==> src/rtl/muldiv_unit.sv <==
// Iterative radix-2 multiply/divide unit with HI/LO result registers.
// A multiply or divide takes N+2 edges: one launch, N iterations, then sign correction.
module muldiv_unit #(
  parameter int N = 32
) (
  input  logic         clk,
  input  logic         reset,
  input  logic         start,
  input  logic [1:0]   op,
  input  logic [N-1:0] A,
  input  logic [N-1:0] B,
  input  logic         hi_we,
  input  logic         lo_we,
  input  logic [N-1:0] wd,
  output logic         busy,
  output logic         done,
  output logic         div_by_zero,
  output logic [N-1:0] hi,
  output logic [N-1:0] lo
);

  localparam int CW = $clog2(N);

  typedef enum logic [1:0] {IDLE, RUN, FIX} state_t;

  state_t         state_q;
  logic [CW-1:0]  cnt_q;
  logic [2*N-1:0] acc_q;
  logic [N-1:0]   opnd_q;
  logic [N-1:0]   hi_q;
  logic [N-1:0]   lo_q;
  logic           isDiv_q;
  logic           negQ_q;
  logic           negR_q;
  logic           dz_q;
  logic           busy_q;
  logic           done_q;
  logic           dbz_q;

  logic           signedOp;
  logic [N-1:0]   aMag;
  logic [N-1:0]   bMag;
  logic           negQ_d;
  logic           negR_d;
  logic [N:0]     mulSum;
  logic [2*N-1:0] mulNext;
  logic [N:0]     divShift;
  logic [N-1:0]   divDiff;
  logic           divGe;
  logic [2*N-1:0] divNext;
  logic [2*N-1:0] prodFix;
  logic [N-1:0]   quot;
  logic [N-1:0]   rem;
  logic [N-1:0]   fixHi;
  logic [N-1:0]   fixLo;

  // Signed ops iterate on magnitudes; the result signs are remembered separately.
  always_comb begin
    signedOp = op[0];
    aMag     = (signedOp && A[N-1]) ? -A : A;
    bMag     = (signedOp && B[N-1]) ? -B : B;
    negQ_d   = signedOp & (A[N-1] ^ B[N-1]);
    negR_d   = signedOp & A[N-1];
  end

  // acc_q holds {partial product, multiplier} or {partial remainder, dividend/quotient}.
  always_comb begin
    mulSum   = {1'b0, acc_q[2*N-1:N]} + (acc_q[0] ? {1'b0, opnd_q} : {(N+1){1'b0}});
    mulNext  = {mulSum, acc_q[N-1:1]};
    divShift = acc_q[2*N-1:N-1];
    divGe    = (divShift >= {1'b0, opnd_q});
    divDiff  = divShift[N-1:0] - opnd_q;
    divNext  = {(divGe ? divDiff : divShift[N-1:0]), acc_q[N-2:0], divGe};
  end

  always_comb begin
    prodFix = negQ_q ? -acc_q : acc_q;
    quot    = acc_q[N-1:0];
    rem     = acc_q[2*N-1:N];
    fixHi   = prodFix[2*N-1:N];
    fixLo   = prodFix[N-1:0];
    if (isDiv_q) begin
      fixLo = dz_q ? {N{1'b1}} : (negQ_q ? -quot : quot);
      fixHi = negR_q ? -rem : rem;
    end
  end

  always_ff @(posedge clk or posedge reset) begin
    if (reset) begin
      state_q <= IDLE;
      cnt_q   <= '0;
      acc_q   <= '0;
      opnd_q  <= '0;
      hi_q    <= '0;
      lo_q    <= '0;
      isDiv_q <= 1'b0;
      negQ_q  <= 1'b0;
      negR_q  <= 1'b0;
      dz_q    <= 1'b0;
      busy_q  <= 1'b0;
      done_q  <= 1'b0;
      dbz_q   <= 1'b0;
    end else begin
      done_q <= 1'b0;
      case (state_q)
        IDLE: begin
          if (start) begin
            isDiv_q <= op[1];
            negQ_q  <= negQ_d;
            negR_q  <= negR_d;
            dz_q    <= op[1] && (B == '0);
            opnd_q  <= op[1] ? bMag : aMag;
            acc_q   <= {{N{1'b0}}, (op[1] ? aMag : bMag)};
            cnt_q   <= CW'(N - 1);
            busy_q  <= 1'b1;
            dbz_q   <= 1'b0;
            state_q <= RUN;
          end else begin
            // Move-to writes only land when no operation is being launched.
            if (hi_we) hi_q <= wd;
            if (lo_we) lo_q <= wd;
          end
        end
        RUN: begin
          acc_q <= isDiv_q ? divNext : mulNext;
          cnt_q <= cnt_q - CW'(1);
          if (cnt_q == '0) state_q <= FIX;
        end
        FIX: begin
          hi_q    <= fixHi;
          lo_q    <= fixLo;
          done_q  <= 1'b1;
          dbz_q   <= dz_q;
          busy_q  <= 1'b0;
          state_q <= IDLE;
        end
        default: begin
          busy_q  <= 1'b0;
          state_q <= IDLE;
        end
      endcase
    end
  end

  assign busy        = busy_q;
  assign done        = done_q;
  assign div_by_zero = dbz_q;
  assign hi          = hi_q;
  assign lo          = lo_q;

endmodule

==> config.mk <==
export PLATFORM = sky130hd
export DESIGN_NAME = muldiv_unit
export DESIGN_NICKNAME = d
export VERILOG_FILES = /design/src/rtl/muldiv_unit.sv
export SDC_FILE = /design/constraint.sdc
export NUM_CORES = 1
export LEC_CHECK = 0
export BUFFER_PORTS_ARGS = -buffer_cell sky130_fd_sc_hd__buf_2
export CAP_MARGIN = 15
export CORE_MARGIN = 2
export CORE_UTILIZATION = 50
export CTS_BUF_LIST = sky130_fd_sc_hd__clkbuf_4 sky130_fd_sc_hd__clkbuf_8
export CTS_CLUSTER_SIZE = 40
export DETAILED_ROUTE_END_ITERATION = 12
export GPL_ROUTABILITY_DRIVEN = 0
export PLACE_DENSITY_LB_ADDON = 0.25
export REMOVE_ABC_BUFFERS = 1
export SLEW_MARGIN = 20
export SYNTH_ARGS = -nofsm -noshare
export SYNTH_HDL_FRONTEND = slang
export SYNTH_SLANG_ARGS = --single-unit
==> constraint.sdc <==
create_clock -name clk -period 9.5 [get_ports clk]
set_input_delay 2.85 -clock clk [delete_from_list [all_inputs] [get_ports clk]]
set_output_delay 2.85 -clock clk [all_outputs]
set_load 0.1 [all_outputs]
# After elaboration in Yosys (flattened, before gate mapping)
# Index checks and enable logic that the tools add are counted.
# Widths: inputs -> output; s select.
word_totals:
  regBits: 174
  input_bits: 103
  out_inout_bits: 67
  word_cells: 79
classes:
  n_addsub: 8
  n_lt_le_gt_ge: 1
  eq_ne: 7
  n_mux: 31
  n_bitwise: 4
  n_reduce_logical: 15
op_table:
  columns: ["op", "n"]
  rows:
  - ["$mux 32", 15]
  - ["$mux 64", 3]
  - ["$neg 32->32", 4]
  - ["$pmux 32 s2", 2]
  - ["$pmux 64 s2", 1]
  - ["$neg 64->64", 1]
  - ["$add 32x32->33", 1]
  - ["$ge 33x32->1", 1]
  - ["$logic_not 32->1", 1]
  - ["$sub 32x32->32", 1]
  - ["$ne 2x2->1 const B", 5]
  - ["$pmux 5 s2", 1]
  - ["$reduce_and 2->1", 5]
  - ["$reduce_and 3->1", 2]
  - ["$logic_not 5->1", 1]
  - ["$mux 5", 1]
  - ["$sub 5x1->5 const B", 1]
  - ["$mux 2", 2]
  - ["$pmux 1 s2", 2]
  - ["$pmux 2 s2", 1]
  - ["$reduce_bool 2->1", 2]
  - ["$logic_and 1x1->1", 3]
  - ["$mux 1", 3]
  - ["$and 1x1->1", 2]
  - ["5 further kinds", 5]

# Longest topological paths before layout
# Gate-level depths: netlist (run 1).
logic_depth:
  ltp_word: 5
  mapped_depth: 14
  mapped_depth_nobuf: 13

# Worst setup path after synthesis (run 1)
# No wires, ideal clock.
synth_timing:
  path_type: "input -> register"
  start: "input port B[1]"
  end: "register opnd_q[30]"
  arrival_time_ns: 5.175
  required_time_ns: 9.360
  slack_ns: 4.185
  cell_stages: 10
  cell_sequence: "inv_1 ha_1 or3b_2 nor4_2 and3_1 nand2_1 or4_1 o31ai_1 xor2_1 o221ai_1"
synth_between:
  elab_chain_cells: 3
synth_lines:
  columns: ["element", "line", "rtl"]
  rows:
  - ["start: declaration", "11", "input logic [N-1:0] B,"]
  - ["$neg 32->32", "61", "bMag = (signedOp && B[N-1]) ? -B : B;"]
  - ["$mux 32", "61", null]
  - ["$mux 32", "112", "opnd_q <= op[1] ? bMag : aMag;"]
  - ["end signal: assignment", "112", null]
  - ["end: declaration", "29", "logic [N-1:0] opnd_q;"]
# No other way between the ends.
# A chain may end at the register's enable or synchronous reset.

# Final worst setup path (run 1)
layout_timing:
  start: "input port B[0]"
  end: "register opnd_q[30]"
# Same word-level chain as after synthesis.

==> results of run 1 <==
[placed cells by master, fill, tap and decap left out, types with 5 or more instances in the layout]
| master | count |
|---|---|
| nor2b_1 | 15 |
| o31ai_1 | 24 |
| or3_1 | 18 |
| clkbuf_8 | 18 |
| buf_4 | 17 |
| nor2_1 | 131 |
| o221ai_1 | 37 |
| a21oi_1 | 139 |
| a211oi_1 | 18 |
| mux2i_1 | 88 |
| and2_1 | 12 |
| o21a_1 | 8 |
| inv_1 | 68 |
| a21o_1 | 26 |
| o21ai_0 | 180 |
| nand2b_1 | 20 |
| a31oi_1 | 29 |
| xnor2_1 | 88 |
| a221o_1 | 29 |
| nand3_1 | 57 |
| buf_2 | 169 |
| nor4_1 | 7 |
| nand2_1 | 177 |
| inv_6 | 5 |
| and3_1 | 16 |
| or4_1 | 9 |
| xor2_1 | 76 |
| nor3_1 | 34 |
| o211ai_1 | 16 |
| nand4_1 | 11 |
| o41ai_1 | 11 |
| o21ai_1 | 10 |
| a22oi_1 | 18 |
| dfrtp_1 | 173 |
| ha_1 | 70 |
| o22ai_1 | 9 |
[worst paths after layout]
| kind | start | to | slack, ns | depth (start not counted) |
|---|---|---|---|---|
| worst max-delay path | B[0] | opnd_q[30] | 4.24 | 11 |
| worst min-delay path | lo[15] | lo[15] | 0.49 | 2 |
| worst max register to register | acc_q[0] | acc_q[62] | 4.85 | 12 |
| worst min register to register | lo[15] | lo[15] | 0.49 | 2 |
| max in group asynchronous | reset | div_by_zero | 5.86 | 3 |
| min in group asynchronous | reset | hi[10] | 2.37 | 2 |
[through the flow]
stage               hold WS [ns]  cells  area [um2]
global route               0.519   2323       16300
floorplan                  0.450   1714       14400
CTS                        0.489   2322       16300
finish                     0.490   2323       16300
global placement           0.459   2290       15900
detailed placement         0.464   2290       15900
[flip-flops by register name (all words and copies together), names as in the netlist]
name and cells:
isDiv_q 1, negR_q 1, negQ_q 1, done 1
acc_q 64, lo 32, div_by_zero 1, opnd_q 32
hi 32, state_q 2, dz_q 1, busy 1
cnt_q 5
[metal layers]
metal	vias up	share of wire, %	GRT usage (%)
met3	116	7.9	5.25
met1	6962	45	43.3
li1	6858	-	-
met5	-	0	0
met4	0	3.8	11.2
met2	687	44	46.0
[cell type report]
class,instances,area [um2],area share [%]
Multi-Input combinational cell,1469,9780,60.1
Clock inverter,13,139,0.854
Tap cell,390,488,3.00
Clock buffer,19,255,1.57
Inverter,71,272,1.67
Antenna cell,1,2.50,0.0154
Timing Repair Buffer,186,973,5.98
Sequential cell,174,4360,26.8
[worst min-delay path: stages (launching register included)]
cell	delay (ns)
dfrtp_1	0.36
nand2_1	0.05
o21ai_0	0.06
[logic make-up after synthesis]
logic type	share of synthesized area, %
flip-flops	29.4
multiplexers	6.17
AO/OA/AOI/OAI	25.9
adder cells (fa/ha/maj)	6.17
buffers and inverters	4.93
XOR/XNOR	9.68
AND/OR/NAND/NOR	17.8
==> reports/metrics.yaml, run 1 <==
outcome: "finished clean"
drt_iter0_drc: 1660
worstSetupStartpointType: "input pin"
arrival_ns: 5.61
io_buffer_count: 169
path_cells: "buf_2 -> inv_1 -> ha_1 -> or3b_2 -> nor4_2 -> and3_1 -> nand2_1 -> or4_1 -> o31ai_1 -> xor2_1 -> o221ai_1"
max_cap_violations: 0
detailroute.via_count: 14600
routed_wl_um: 47400
clockBufferDepth: 2
hp-class: "reg2reg"
nets: 2094
antenna_found_initial: 1
die_w_um: 176
synth_cell_type_count: 76
track_usage_pct: 30.3
antenna_left: 0
syn_area_um2: 14800
yosysTopAreaCellShare_pct: 29.4
clk_latency_ns: 0.50
fin_util_pct: 55.3
wl_per_cell_um: 20.4
synth_area_leaders: "dfrtp_1 (29%), o21ai_0 (6.1%), mux2i_1 (5.9%)"
place_ws_ns: 3.74
ctsHtreeMaxLevel: 4
crit_buf_inv: 2
min_period_ns: 5.26
ys_seq_elements: 174
setup_viol: 0
die-area_um2: 31100
drt-pass1-iter-count: 8
cp-end-kind: "register"
drive_gt1_share_pct: 13.3
fmax_mhz: 190
vias_per_cell: 6.29
die_h_um: 176
synth_top_area_cell: "dfrtp_1"
critical_path_class: "in2reg"
rsz0062_at_grt: "false"
path_delay_family: "simple AND/OR/NAND/NOR gates"
yosysSeqAreaShare_pct: 29.4
yosysMostFrequentCell: "o21ai_0"
drc: 0
fin_setup_tns_ns: 0
finClkSkew_ns: 0.0269
cts.sinks: 174
clk_pin_slew_worst_paths_ns: 0.11
n_fill_cell: 2753
grt_max_degree: 102
grt_pass1_vias: 13500
cts_hold_buf: 0
numCtsBuffers: 17
yosys_most_used_dff: "dfrtp_1"
io_pins: 170
hold_viol_final: 0
critPathMaxStageDelay_ns: 0.54
fin_ws_ns: 4.24
core_um2: 29400
max_slew_margin_pct: 23.6
syn_inst: 1834
synth_edf_count: 0
cts_resized: 0
slew_violations: 0
worst_pin_slew_ns: 1.13
grt_pass1_wl_um: 74600
yosys_warnings: 0
cp_slowest_cell: "or4_1"
overflow: 0
path_max_fanout: 5
dpl.hpwl_um: 35900
initial_utilization_pct: 50.5
rows: 63
area_growth_pct: 9.67
cts_tree: "built"
root_buffer: "clkbuf_8"
syn_avg_cell_area_um2: 8.09
async_reset_ff_share_pct: 100
fin_crit_sh_pct: 55.3
post_cts.repair.setup_buffers: 0
critPathRequiredTime_ns: 9.86
synthTopCellsByCount: "o21ai_0 (180), nand2_1 (178), dfrtp_1 (174), a21oi_1 (139), nor2_1 (134)"
Power of run 1 is not shown: default switching activity piles up to over one toggle a cycle in this logic, so the estimate is an artifact.
==> run 2, diff against run 1 <==
- clock period: 9.5 -> 5.26 ns (I/O delays scaled with it)
==> run 2 against run 1 <==
Cell area increased by 0.26%; setup slack got worse by 3.1 ns; global-route usage increased by 0.14 points; sequential cell count unchanged; non-clock buffer count increased by 5; clock-buffer cell count decreased by 1; critical path depth increased by 2; hold slack improved by 0.0077 ns.
==> reports/metrics.yaml, run 2 (same netlist as run 1, synthesis figures left out) <==
outcome: "finished clean"
dp.cells: 2295  # +0.22%
hold_viol_final: 0  # unchanged
finClkSkew_ns: 0.0196  # -0.00729 ns
worst_pin_slew_ns: 1.09  # -0.0432 ns
dpl.hpwl_um: 36400  # +1.4%
clk_latency_ns: 0.51  # about the same
final_common_cell: "o21ai_0"
overflow: 0  # unchanged
cts.sinks: 174  # unchanged
path_cells: "inv_1 -> buf_4 -> nor2_1 -> ha_1 -> o21ai_0 -> nor3_1 -> a22oi_1 -> nand3_1 -> o31ai_1 -> a21oi_1 -> xor2_1 -> a22oi_1 -> o21ai_0"
grt_max_degree: 81  # -21%
critical_path_class: "reg2reg"
fin_crit_sh_pct: 78.7
worstSetupStartpointType: "register"
path_delay_family: "compound AO/OA/AOI/OAI gates"
post_cts.repair.setup_buffers: 0  # unchanged
cts_resized: 0  # unchanged
detailroute.via_count: 14800  # +1.3%
antenna_left: 0  # unchanged
path_max_fanout: 15  # +10
io_pins: 170  # unchanged
min_period_ns: 4.14
cts_tree: "built"
setup_viol: 0  # unchanged
critPathMaxStageDelay_ns: 0.78  # +0.24 ns
rows: 63  # unchanged
worstReg2RegStart: "acc_q[0]"
regMostFlops: "acc_q"
final_cells: 2328  # +0.22%
crit_buf_inv: 2  # unchanged
arrival_ns: 4.50  # -1.11 ns
rsz0062_at_grt: "false"
max_slew_margin_pct: 26.5  # +2.9 points
vias_per_cell: 6.36  # +1.1%
drt_iter0_drc: 1714  # +3.3%
cp_slowest_cell: "o31ai_1"
numCtsBuffers: 17  # unchanged
die-area_um2: 31100  # unchanged
hold_path_startpoint: "opnd_q[4]"
routed_wl_um: 47800  # +0.83%
largest_register_ffs: 64  # unchanged
drt-pass1-iter-count: 6  # -2
track_usage_pct: 30.4  # +0.14 points
nets: 2099  # +0.24%
hp-class: "reg2reg"
die_h_um: 176  # unchanged
cp-end-kind: "register"
clockBufferDepth: 2  # unchanged
drive_gt1_share_pct: 13.5  # +0.17 points
grt_pass1_vias: 13700  # +1.4%
core_um2: 29400  # unchanged
fmax_mhz: 241
die_w_um: 176  # unchanged
antenna_found_initial: 2  # +1
drc: 0  # unchanged
n_fill_cell: 2773  # +0.73%
io_buffer_count: 169  # unchanged
area_growth_pct: 9.95
root_buffer: "clkbuf_8"
cts_hold_buf: 0  # unchanged
grt_pass1_wl_um: 74900  # +0.43%
mostFrequentLayoutCells: "o21ai_0 (180), nand2_1 (177), dfrtp_1 (173)"
max_cap_violations: 0  # unchanged
slew_violations: 0  # unchanged
initial_utilization_pct: 50.5  # unchanged
cp-startpoint: "acc_q[0]"
clk_pin_slew_worst_paths_ns: 0.11  # about the same
ctsHtreeMaxLevel: 4  # unchanged
wl_per_cell_um: 20.5  # +0.61%
critPathRequiredTime_ns: 5.62  # -4.24 ns
[run 2: path summary, 6_finish.rpt]
check,end,slack (ns),cells after the start
worst max-delay path,acc_q[61],1.12,13
worst min-delay path,opnd_q[4],0.50,2
worst max register to register,acc_q[61],1.12,13
worst min register to register,opnd_q[4],0.50,2
max in group asynchronous,hi[2],3.10,3
min in group asynchronous,hi[8],1.17,2
[run 2: layout make-up]
type	count	area, um2	share of cell area, %
diodes	1	2.50	0.0153
multi-input cells	1469	9780	60.0
repair buffers	191	1020	6.27
flip-flops and latches	174	4360	26.7
clock buffers	18	248	1.52
inverters	71	272	1.66
well taps	390	488	2.99
clock inverters	14	141	0.867
[run 2: layer usage]
layer / vias up / routed length, um / part of all wire (%) / GRT usage, %
li1: 6865 / - / - / -
met1: 7134 / 21200 / 44 / 43.6
met2: 691 / 20900 / 44 / 46.4
met3: 120 / 3880 / 8.1 / 4.61
met4: 2 / 1830 / 3.8 / 11.5
met5: - / 13 / 0.027 / 0
[run 2: tightest hold or removal path: stages, from the launching register on]
cell and delay [ns]:
dfrtp_1 0.36, nand2_1 0.05, o21ai_0 0.06
[run 2: per-stage QoR]
stage | util (%) | area, um2 | hold WS (ns) | TNS (ns) | setup WS [ns]
2_1_floorplan | - | 14400 | 0.450 | -239.11 | -1.87
3_3_place_gp | 54.1 | 15900 | 0.468 | 0 | 0.838
3_5_place_dp | 54.1 | 15900 | 0.474 | 0 | 0.781
4_1_cts | 55.5 | 16300 | 0.497 | 0 | 1.18
5_1_grt | 55.5 | 16300 | 0.528 | 0 | 0.847
6_report | 55.5 | 16300 | 0.498 | 0 | 1.12
Power of run 2 is left out for the same reason.
